File: src/rtl/uart_pkg.sv
// Shared types and helpers for the UART transmit-side arbitration and the
// matching receive-side demux.
package uart_pkg;

  localparam int UART_DATA_W = 9;
  localparam int RR_MAX_N    = 8;

  typedef enum logic {
    IDLE = 1'b0,
    BUSY = 1'b1
  } arb_state_t;

  // Round-robin scan: returns the first set bit of req starting at ptr and
  // wrapping at n. Returns ptr when req is empty; callers qualify with |req.
  function automatic logic [2:0] rr_pick(input logic [7:0] req,
                                         input logic [2:0] ptr,
                                         input int         n);
    logic found;
    int   idx;
    rr_pick = ptr;
    found   = 1'b0;
    for (int i = 0; i < RR_MAX_N; i++) begin
      idx = int'(ptr) + i;
      if (idx >= n) idx = idx - n;
      if (i < n && !found && req[idx[2:0]]) begin
        rr_pick = idx[2:0];
        found   = 1'b1;
      end
    end
  endfunction

endpackage

File: src/rtl/rr_arbiter.sv
// Combinational round-robin picker: first active request at or after ptr.
module rr_arbiter
  import uart_pkg::*;
#(
  parameter int N_REQ = 4
) (
  input  logic [N_REQ-1:0] req,
  input  logic [2:0]       ptr,
  output logic [2:0]       gnt_idx,
  output logic             any_req
);

  always_comb begin
    gnt_idx = rr_pick(8'(req), ptr, N_REQ);
    any_req = |req;
  end

endmodule

File: src/rtl/uart_tx_arbiter.sv
// Packet-granular round-robin arbiter sharing one UART transmit input among
// N_REQ requesters, with a burst limit that forces re-arbitration.
//
// state | meaning
// IDLE  | no grant; pick next requester from rr_ptr, one bubble cycle
// BUSY  | grant held; granted requester muxed straight to the UART input
module uart_tx_arbiter
  import uart_pkg::*;
#(
  parameter int N_REQ     = 4,
  parameter int DATA_W    = UART_DATA_W,
  parameter int MAX_BURST = 16
) (
  input  logic                    clk,
  input  logic                    rst,
  input  logic [N_REQ*DATA_W-1:0] req_dat,
  input  logic [N_REQ-1:0]        req_vld,
  input  logic [N_REQ-1:0]        req_last,
  output logic [N_REQ-1:0]        req_rdy,
  output logic [DATA_W-1:0]       out_dat,
  output logic                    out_vld,
  input  logic                    out_rdy,
  output logic                    gnt_vld,
  output logic [2:0]              gnt_id,
  output logic [7:0]              burst_cnt
);

  arb_state_t  state_q, state_d;
  logic [2:0]  gnt_id_q, gnt_id_d;
  logic [2:0]  rr_ptr_q, rr_ptr_d;
  logic [7:0]  burst_cnt_q, burst_cnt_d;

  logic [2:0]        pick_idx;
  logic              any_req;
  logic [DATA_W-1:0] sel_dat;
  logic              sel_vld;
  logic              sel_last;
  logic              xfer;
  logic              burst_end;

  rr_arbiter #(.N_REQ(N_REQ)) u_rr (
    .req     (req_vld),
    .ptr     (rr_ptr_q),
    .gnt_idx (pick_idx),
    .any_req (any_req)
  );

  // The handshake towards the UART is combinational while BUSY so the word
  // accepted by the UART is exactly the one popped from the requester.
  always_comb begin
    sel_dat  = '0;
    sel_vld  = 1'b0;
    sel_last = 1'b0;
    req_rdy  = '0;
    for (int i = 0; i < N_REQ; i++) begin
      if (gnt_id_q == 3'(i)) begin
        sel_dat  = req_dat[i*DATA_W +: DATA_W];
        sel_vld  = req_vld[i];
        sel_last = req_last[i];
        if (state_q == BUSY) req_rdy[i] = out_rdy;
      end
    end
    out_dat   = (state_q == BUSY) ? sel_dat : '0;
    out_vld   = (state_q == BUSY) && sel_vld;
    xfer      = out_vld && out_rdy;
    burst_end = ({1'b0, burst_cnt_q} + 9'd1) == 9'(MAX_BURST);
  end

  always_comb begin
    state_d     = state_q;
    gnt_id_d    = gnt_id_q;
    rr_ptr_d    = rr_ptr_q;
    burst_cnt_d = burst_cnt_q;
    case (state_q)
      IDLE: begin
        if (any_req) begin
          gnt_id_d    = pick_idx;
          burst_cnt_d = 8'd0;
          state_d     = BUSY;
        end
      end
      BUSY: begin
        if (xfer) begin
          burst_cnt_d = burst_cnt_q + 8'd1;
          if (sel_last || burst_end) begin
            state_d  = IDLE;
            rr_ptr_d = (gnt_id_q == 3'(N_REQ - 1)) ? 3'd0 : gnt_id_q + 3'd1;
          end
        end
      end
      default: state_d = IDLE;
    endcase
  end

  always_ff @(posedge clk or negedge rst) begin
    if (!rst) begin
      state_q     <= IDLE;
      gnt_id_q    <= 3'd0;
      rr_ptr_q    <= 3'd0;
      burst_cnt_q <= 8'd0;
    end else begin
      state_q     <= state_d;
      gnt_id_q    <= gnt_id_d;
      rr_ptr_q    <= rr_ptr_d;
      burst_cnt_q <= burst_cnt_d;
    end
  end

  assign gnt_vld   = (state_q == BUSY);
  assign gnt_id    = gnt_id_q;
  assign burst_cnt = burst_cnt_q;

endmodule

File: config.mk
export PLATFORM = sky130hd
export DESIGN_NAME = uart_tx_arbiter
export DESIGN_NICKNAME = d
export VERILOG_FILES = /design/src/rtl/uart_pkg.sv /design/src/rtl/rr_arbiter.sv /design/src/rtl/uart_tx_arbiter.sv
export SDC_FILE = /design/constraint.sdc
export NUM_CORES = 1
export LEC_CHECK = 0
export ABC_AREA = 1
export CAP_MARGIN = 20
export CORE_MARGIN = 8
export CORE_UTILIZATION = 44
export DETAILED_ROUTE_END_ITERATION = 6
export GPL_TIMING_DRIVEN = 0
export PLACE_DENSITY_LB_ADDON = 0.12
export SYNTH_ARGS = -nofsm -noshare
export SYNTH_HDL_FRONTEND = slang
export SYNTH_SLANG_ARGS = --single-unit
File: constraint.sdc
create_clock -name clk -period 3.7 [get_ports clk]
set_clock_uncertainty 0.05 [all_clocks]
set_input_delay 0.925 -clock clk [delete_from_list [all_inputs] [get_ports clk]]
set_output_delay 0.925 -clock clk [all_outputs]
set_load 0.02 [all_outputs]
==> summary.log <==
qor: global_routing.global_route_wire_length_before_repair 8380 µm
qor: place.dpl.hpwl 4110 µm
qor: floorplan.chipWidth 74.0 µm
qor: setup_path.timing.critical_path.from_type primary input
qor: clock_tree.cts_made_buffers 3
qor: global_routing.global_route.usage.total 0.189
qor: clock_tree.cts_root_buffer sky130_fd_sc_hd__clkbuf_4
qor: pwr.vdd_ir_drop_max 0.484 mV
qor: outcome.outcome finished, final reports clean
qor: flow_run.cap_viol_max_count 0
qor: synthesis.synthesis.area 0.00148 mm²
qor: global_routing.grt-ovfl-total 0
qor: route.drt-total-wl 4980 µm
qor: timing.final-setup-viol-count 0
qor: floorplan.row_count 21
qor: synthesis.ys.warnings.count 0
qor: synthesis.syn_inst 244
qor: place.io_buffers 72
qor: cells_and_area.ff_latch_area 375 µm²
qor: global_routing.grt_start_max_net_pins 16
qor: timing.setup_ws 221 ps
qor: global_routing.antenna_found_initial 0
qor: clock_tree.cts.clk_slew.worst_paths 80 ps
qor: cells_and_area.fillers 302
qor: synthesis.syn_nets 298
qor: cells_and_area.drive_above_1_share 0.0594
qor: cells_and_area.layout-area-overhead-vs-synth 54.4%
qor: clock_tree.postCtsHoldBufs 0
qor: clock_tree.clock_sinks 15
qor: timing.timing_hold_violations_final 0
qor: floorplan.floorplan.die_area 0.00548 mm²
qor: clock_tree.clock_tree.htree_level_count 1
qor: setup_path.critPathCaptureType output pin
qor: place.detailed_place.area 0.00226 mm²
qor: floorplan.design.core.area 0.00328 mm²
qor: timing.maxSlewHeadroom 0.552
qor: setup_path.worstSetupPathType in -> out
qor: setup_path.cp_max_fo 4
qor: timing.fmax 287 MHz
qor: setup_path.worstPathRequired 2720 ps
qor: pwr.cellPowerDensity 801 mW/mm²
qor: route.post-route-drc-count 0
qor: clock_tree.clock_path_buffers 2
qor: place.routabilityCongestion 0.833
qor: setup_path.cp.arrival 2500 ps
qor: clock_tree.postCtsResizedCells 0
qor: synthesis.async_reset_ff_frac 1.00
qor: cells_and_area.antenna_cells_inserted 0
qor: place.dp_slack 225 ps
qor: clock_tree.clk-insertion-delay-late 270 ps
qor: cells_and_area.final_net_count 375
qor: synthesis.avg_inst_size_synth 6.07 µm²
qor: route.routed-via-count 1,857
qor: synthesis.ys_dominant_reg_cell sky130_fd_sc_hd__dfrtp_1
qor: timing.period_minus_slack 3480 ps
qor: timing.report.final.slew_viol_count 0
qor: route.drt-initial-drc-count 157
qor: synthesis.ys_top_cells_by_count sky130_fd_sc_hd__nand2_1 (64), sky130_fd_sc_hd__nand3_1 (48), sky130_fd_sc_hd__o21ai_0 (29)
qor: route.vias_per_cell 5.07
qor: synthesis.ys_ff_latch 15
qor: synthesis.synth_seq_area_share 0.253
qor: timing.rsz0062_at_grt false
qor: synthesis.synth_edf_count 0
qor: floorplan.floorplan.initialDensity 0.451
qor: timing.max_slew.worst_pin.slew 670 ps
qor: timing.fin_crit_sh 0.940
qor: synthesis.library_cells_used_by_synthesis 24
qor: route.wl_per_cell 13.6 µm
qor: route.detailedRoute.firstPassIterationCount 4
qor: floorplan.die_height 74.0 µm
qor: synthesis.synth_top_area_share 0.253
qor: cells_and_area.multi_input_comb_area 956 µm²
qor: timing.tns 0 ps
qor: floorplan.io_pins 73
qor: synthesis.netlist_top_cells_area sky130_fd_sc_hd__dfrtp_1 (25%), sky130_fd_sc_hd__nand3_1 (16%), sky130_fd_sc_hd__nand2_1 (16%)
qor: route.postRouteAntennaNets 0
qor: synthesis.yosysMostFrequentCell sky130_fd_sc_hd__nand2_1
qor: clock_tree.cts.repair_timing.setup_buffer_count 0
qor: global_routing.number_of_global_route_vias_before_repair 1,740
qor: synthesis.synth_top_area_cell sky130_fd_sc_hd__dfrtp_1
qor: clock_tree.cts_tree yes
qor: timing.final.hold.worst_slack 527 ps
qor: cells_and_area.stdcell_area 0.00229 mm²
qor: min_path.hold_class reg -> reg
qor: pwr.leakage 1.06 nW
layout by cell type (no fill, tap or decap), drive strengths merged:
master         count
clkbuf             7
nand3             49
nand4              3
inv               27
nor3               2
xnor2              1
xor2               2
nor4               1
nor2              18
buf                6
clkdlybuf4s50     72
a21oi             12
o21ai             29
nand2             68
a31oi              1
dfrtp             15
ha                 7
path summary, 6_finish.rpt:
kind,from,end,slack (ps),depth (start not counted)
max in group asynchronous,rst,burst_cnt[1],2170,1
hold / removal,rr_ptr_q[2],rr_ptr_q[2],530,2
setup / recovery,req_vld[0],out_vld,220,8
setup reg to reg,rr_ptr_q[1],gnt_id[0],1680,12
min in group asynchronous,rst,gnt_id[0],1000,1
hold reg to reg,rr_ptr_q[2],rr_ptr_q[2],530,2
sequential cells by signal (all words and copies together), names as in the netlist:
signal	count
burst_cnt	8
gnt_id	3
gnt_vld	1
rr_ptr_q	3
report_power, final:
part / internal [mW] / switching (mW) / total [mW]
logic: 0.598 / 0.865 / 1.46
registers: 0.212 / 0.0675 / 0.280
clock network: 0.0418 / 0.0465 / 0.0883
critical path: stages:
cell and delay (ps):
sky130_fd_sc_hd__clkdlybuf4s50_1 550, sky130_fd_sc_hd__nand3_1 100, sky130_fd_sc_hd__nand3_1 70, sky130_fd_sc_hd__o21ai_0 80
sky130_fd_sc_hd__nand2_1 90, sky130_fd_sc_hd__nand2_1 50, sky130_fd_sc_hd__inv_1 40, sky130_fd_sc_hd__clkdlybuf4s50_1 600
cell type report:
cell class,count,share of cell area
Inverter,27,0.0443
Buffer,9,0.0219
Multi-Input combinational cell,193,0.418
Clock buffer,4,0.0115
Timing Repair Buffer,72,0.315
Sequential cell,15,0.164
Tap cell,46,0.0252
cell families (layout without fill, tap and decap cells):
family / Yosys count / after routing / synth area share
XOR/XNOR: 3 / 3 / 0.0177
buffers and inverters: 36 / 112 / 0.101
AND/OR/NAND/NOR: 141 / 141 / 0.426
adder cells (fa/ha/maj): 7 / 7 / 0.0591
AO/OA/AOI/OAI: 42 / 42 / 0.143
flip-flops: 15 / 15 / 0.253
metrics by stage:
| stage | power, mW | util | instances |
|---|---|---|---|
| floorplan | 1.18 | - | 244 |
| global placement | 1.72 | 0.688 | 362 |
| detailed placement | 1.74 | 0.688 | 362 |
| CTS | 1.83 | 0.696 | 366 |
| global route | 2.02 | 0.696 | 366 |
| finish | 1.83 | 0.696 | 366 |
metal layers:
metal,share of wire,global-route usage
met1,0.48,0.255
met4,0.0096,0.0399
met3,0.061,0.0270
met2,0.45,0.310
met5,0,0
Note: power is estimated with default switching activity, not from simulation.
